`config.mk`:
```
export PLATFORM = sky130hd
export DESIGN_NAME = regfile
export DESIGN_NICKNAME = d
export VERILOG_FILES = /design/src/rtl/regfile_pkg.sv /design/src/rtl/regfile_rdport.sv /design/src/rtl/regfile.sv
export SDC_FILE = /design/constraint.sdc
export NUM_CORES = 2
export LEC_CHECK = 0
export CORE_AREA = 2 2 326 328
export CTS_BUF_LIST = sky130_fd_sc_hd__clkbuf_2 sky130_fd_sc_hd__clkbuf_4 sky130_fd_sc_hd__clkbuf_8
export DETAILED_ROUTE_END_ITERATION = 10
export DIE_AREA = 0 0 328 330
export HOLD_SLACK_MARGIN = 0.08
export PLACE_DENSITY = 0.7
export SLEW_MARGIN = 30
export SYNTH_ARGS = -nofsm -noshare
export SYNTH_HDL_FRONTEND = slang
export SYNTH_SLANG_ARGS = --single-unit
```
`constraint.sdc`:
```
create_clock -name clk -period 2.9 [get_ports clk]
set_clock_uncertainty 0.1 [all_clocks]
set_input_delay 0.58 -clock clk [delete_from_list [all_inputs] [get_ports clk]]
set_output_delay 0.58 -clock clk [all_outputs]
set_load 0.1 [all_outputs]
```
`src/rtl/regfile_pkg.sv`:
```
// Shared types for the CPU register file.
// Build option: CPU_REGFILE_BYPASS_EN selects write-through on same-cycle capture.
package regfile_pkg;

    typedef enum logic [1:0] {
        RD_HOLD    = 2'd0,
        RD_CAPTURE = 2'd1,
        RD_REFRESH = 2'd2
    } rd_action_e;

endpackage

```
`src/rtl/regfile_rdport.sv`:
```
// One registered read port: address latch, output register, stall refresh and capture mux.
// Build option: CPU_REGFILE_BYPASS_EN returns the coincident write data on capture.
module regfile_rdport
    import regfile_pkg::*;
#(
    parameter int REG_WIDTH   = 32,
    parameter int REGNO_WIDTH = 5
) (
    input  logic                   clk,
    input  logic                   rst,
    input  logic                   stall,
    input  logic [REGNO_WIDTH-1:0] rd_no,
    input  logic [REG_WIDTH-1:0]   rd_val,
    input  logic [REGNO_WIDTH-1:0] addr,
    input  logic [REG_WIDTH-1:0]   rdata,
    output logic [REG_WIDTH-1:0]   val
);

    logic [REGNO_WIDTH-1:0] addr_q;
    logic [REG_WIDTH-1:0]   val_nxt;
    logic [REG_WIDTH-1:0]   capture_val;
    rd_action_e             action;

    always_comb begin
        capture_val = rdata;
`ifdef CPU_REGFILE_BYPASS_EN
        if (rd_no != '0 && rd_no == addr) begin
            capture_val = rd_val;
        end
`endif
    end

    always_comb begin
        action = RD_HOLD;
        if (!stall) begin
            action = RD_CAPTURE;
        end else if (rd_no != '0 && rd_no == addr_q) begin
            action = RD_REFRESH;
        end
    end

    always_comb begin
        val_nxt = val;
        unique case (action)
            RD_CAPTURE: val_nxt = capture_val;
            RD_REFRESH: val_nxt = rd_val;
            RD_HOLD:    val_nxt = val;
            default:    val_nxt = val;
        endcase
    end

    always_ff @(posedge clk) begin
        if (rst) begin
            addr_q <= '0;
            val    <= '0;
        end else begin
            if (!stall) begin
                addr_q <= addr;
            end
            val <= val_nxt;
        end
    end

endmodule

```
`src/rtl/regfile.sv`:
```
// CPU general-purpose register file: r0 hard-wired to zero, two registered read ports.
// Build option: CPU_REGFILE_BYPASS_EN (see regfile_rdport).
module regfile
    import regfile_pkg::*;
#(
    parameter int REG_WIDTH   = 32,
    parameter int REGNO_WIDTH = 5
) (
    input  logic                   clk,
    input  logic                   rst,
    input  logic                   i_stall,
    input  logic [REGNO_WIDTH-1:0] i_rd_no,
    input  logic [REG_WIDTH-1:0]   i_rd_val,
    input  logic [REGNO_WIDTH-1:0] i_rs_no,
    input  logic [REGNO_WIDTH-1:0] i_rt_no,
    output logic [REG_WIDTH-1:0]   o_rs_val,
    output logic [REG_WIDTH-1:0]   o_rt_val
);

    localparam int DEPTH = 1 << REGNO_WIDTH;

    logic [REG_WIDTH-1:0] mem [DEPTH];
    logic [REG_WIDTH-1:0] rs_data;
    logic [REG_WIDTH-1:0] rt_data;

    // Entry 0 is never written; the explicit zero keeps it clean even before first reset.
    assign rs_data = (i_rs_no == '0) ? '0 : mem[i_rs_no];
    assign rt_data = (i_rt_no == '0) ? '0 : mem[i_rt_no];

    always_ff @(posedge clk) begin
        if (rst) begin
            for (int i = 0; i < DEPTH; i++) begin
                mem[i] <= '0;
            end
        end else if (i_rd_no != '0) begin
            mem[i_rd_no] <= i_rd_val;
        end
    end

    regfile_rdport #(
        .REG_WIDTH   (REG_WIDTH),
        .REGNO_WIDTH (REGNO_WIDTH)
    ) u_rdport_rs (
        .clk    (clk),
        .rst    (rst),
        .stall  (i_stall),
        .rd_no  (i_rd_no),
        .rd_val (i_rd_val),
        .addr   (i_rs_no),
        .rdata  (rs_data),
        .val    (o_rs_val)
    );

    regfile_rdport #(
        .REG_WIDTH   (REG_WIDTH),
        .REGNO_WIDTH (REGNO_WIDTH)
    ) u_rdport_rt (
        .clk    (clk),
        .rst    (rst),
        .stall  (i_stall),
        .rd_no  (i_rd_no),
        .rd_val (i_rd_val),
        .addr   (i_rt_no),
        .rdata  (rt_data),
        .val    (o_rt_val)
    );

endmodule

```
==> impl_results.md <==
- Status: finished, final reports clean
- Grt ovf: 0
- Max Root-Sink Buffers: 3
- Drt pass-1 iters: 6
- Hold_buf cts: 1
- Asr flop ratio synth: 0%
- Worst Max-Slew Pin Slew: 0.870 ns
- Delay-heaviest family, CP: flip-flops
- Design area: 66,400 sq um
- Final ANT Viol Nets: 0
- Starting Density: 54.5%
- Post-CTS Resized: 0
- Synthesized area: 57,000 sq um
- Final Total Pwr: 38.0 mW
- Req. time, crit path: 2.22 ns
- Total CTS buffers: 181
- First-pass GRT wire length: 274,000 microns
- VDD IR max: 0.441 mV
- WL/cell: 35.1 microns
- Sw frac: 27.1%
- CP max stage cell: dfxtp_1
- Final WS setup: 0.410 ns
- Clock Pin Slew Worst Setup and Hold Paths: 0.06 ns
- GP Congestion: 0.951
- Post-layout nets: 4,063
- Clock Power Share: 35.7%
- CP endpoint: o_rt_val[13]
- Port Buf Inserts: 113
- YS warnings: 0
- Slew margin rel.: 41.8%
- Crit path launch: u_rdport_rt.val[13]
- Cell breakdown of the critical path: buf_4
- Die Y: 330 microns
- Most frequent cells in the layout: edfxtp_1 (1,024), and2_1 (995), mux4_2 (546)
- Setup bufs post-CTS: 0
- Delay of the slowest critical-path stage: 0.58 ns
- Vias per cell: 6.74
- CP Capture Type: primary output
- Boundary Pins: 114
- Synth cell types: 50
- Syn Area/Cell: 15.4 sq um
- Pwr dens: 573 nW/um^2
- Seq pwr share: 49.4%
- Gr usage total: 36.6%
- Drt drc: 0
- Max cap viols: 0
- Final Max Tran Viols: 0
- R2r setup slk: 0.83 ns
- Fin crit share: 85.9%
- FILL cells: 7,589
- Crit path launch type: flop
- Cell count after synthesis: 3,694
- Worst R2R Path Depth: 6
- Core area: 105,000 sq um
- Routed wire length: 195,000 microns
- Internal Power: 27.7 mW
- Critical R2R Launch: mem[0][30]
- Post-detail-place hpwl: 130,000 microns
- NetSw: 10.3 mW
- Share of layout cells above drive strength 1: 33.0%
- Via Count: 37,400
- Synth Flop Type: edfxtp_1
- Critical path arrival: 1.81 ns
- P_leak: 23.7 nW
- R2R Path End: u_rdport_rs.val[30]
- Largest net degree at the start of global routing: 65
- Seq cells post-synth: 1,098
- Rows: 119
- Die area: 108,000 sq um
- TritonCTS clock tree: yes
- Logic pwr share: 14.9%
- WP buf/inv: 1
- Placed Area: 62,800 sq um
- Crit path depth: 1
- 1st-iter DRT viols: 5,715
- Root Driver: clkbuf_8
- H-tree Lvls: 4
- Post-synth EDFFs: 1,024
- Final hold viol count: 0
- Sequential share of the synthesized area: 56.5%
- CP max FO: 2
- Initial antenna violation count: 14
- Clock Latency Late Sink: 0.90 ns
- Hold_ws: 0.171 ns
- RSZ-0062 raised after global routing: false
- Final min period: 2.49 ns
- Critical path class: flop to primary output
- Area grow syn2layout: 16.4%
- Vias in the first global route: 37,500
- Most common cell after layout, fill and taps aside: edfxtp_1
- Setup WS pre-CTS: -0.00669 ns
- Class of the worst hold path: primary input to flop
- CTS sink cnt: 1,098
- Setup violations, final: 0
- Max Freq: 402 MHz
- Die W: 328 microns
## worst reg2reg max path, cell delays in order, from the launching register on
cell	delay, ns
edfxtp_1	0.40
mux4_2	0.47
nor2b_1	0.14
a2111oi_0	0.41
buf_4	0.21
nor4_1	0.06
o2bb2ai_1	0.12
## kinds of logic (layout without fill, tap and decap cells)
logic type	count (synthesis)	in the layout	synth area share [%]
other cells	1	36	0.00657
compound gates	267	267	3.03
flops	1098	1098	56.5
simple gates	1237	1237	13.1
xor+xnor	10	10	0.154
buf+inv	395	827	3.19
mux	686	686	24.1
## power groups by stage
stage               registers [mW]  logic, mW  clock network [mW]
finish                        18.8       5.66                13.6
CTS                           18.8       5.59                13.6
global placement              19.0       5.55                   0
global route                  18.9       5.81                14.3
floorplan                     19.5       2.82                   0
detailed placement            19.1       5.58                   0
## synthesized netlist by cell type, drive strengths merged (2+ instances only)
cell / n / share of area (%)
a2111oi: 7 / 0.11
a211o: 2 / 0.031
a211oi: 36 / 0.47
a21oi: 7 / 0.061
a22oi: 6 / 0.079
a311oi: 4 / 0.061
and2: 995 / 11
buf: 128 / 1.4
clkbuf: 265 / 1.8
dfxtp: 74 / 2.6
edfxtp: 1024 / 54
inv: 2 / 0.013
mux2: 16 / 0.32
mux2i: 124 / 2.2
mux4: 546 / 22
nand2: 22 / 0.14
nand2b: 8 / 0.088
nand3: 3 / 0.026
nand3b: 6 / 0.079
nand4: 2 / 0.059
nor2: 102 / 0.67
nor2b: 15 / 0.16
nor3: 26 / 0.23
nor3b: 6 / 0.079
o211ai: 8 / 0.11
o21ai: 76 / 0.67
o221ai: 9 / 0.14
o22ai: 94 / 1.0
o311ai: 6 / 0.092
o32ai: 6 / 0.092
or2: 34 / 0.37
or3: 12 / 0.14
or3b: 5 / 0.077
xnor2: 4 / 0.061
xor2: 6 / 0.092
## worst min path at each step
stage	from	end	slack [ns]	cells past startpoint
after global routing	i_rs_no[0]	u_rdport_rs.addr_q[0]	0.19	4
after floorplan	u_rdport_rs.addr_q[1]	u_rdport_rs.addr_q[1]	0.38	2
after detailed placement	u_rdport_rs.addr_q[3]	u_rdport_rs.addr_q[3]	0.41	2
final	i_rs_no[0]	u_rdport_rs.addr_q[0]	0.17	4
after CTS	i_rs_no[0]	u_rdport_rs.addr_q[0]	0.12	4
after global placement	u_rdport_rs.addr_q[4]	u_rdport_rs.addr_q[4]	0.40	2
## per-stage QoR
step           utilization [%]  instances  setup TNS [ns]
6_report                  63.4       5552               0
5_1_grt                   63.4       5549               0
4_1_cts                   63.4       5548               0
3_5_place_dp              60.0       5220         -0.0982
3_3_place_gp              60.0       5220               0
2_1_floorplan                -       3725               0
## registers in the layout (all words and copies together) (netlist names)
register,cells
u_rdport_rs.addr_q,5
u_rdport_rs.val,32
u_rdport_rt.val,32
u_rdport_rt.addr_q,5
mem,1024
## final cells by class
type / instances / area (sq um) / share of cell area, %
Antenna cell: 4 / 10.0 / 0.0151
Clock buffer: 248 / 3060 / 4.60
Clock inverter: 79 / 477 / 0.718
Inverter: 2 / 7.51 / 0.0113
Multi-Input combinational cell: 2232 / 23400 / 35.2
Sequential cell: 1098 / 32200 / 48.5
Tap cell: 1391 / 1740 / 2.62
Timing Repair Buffer: 498 / 5500 / 8.29
## per-layer routing
layer | GRT usage (%) | up-vias | part of all wire [%]
li1 | - | 14900 | -
met1 | 48.6 | 19100 | 35
met2 | 55.6 | 2805 | 46
met3 | 9.54 | 568 | 13
met4 | 20.2 | 4 | 6.1
met5 | 0 | - | 0.014
No activity file was read; power rests on OpenSTA's default activity.
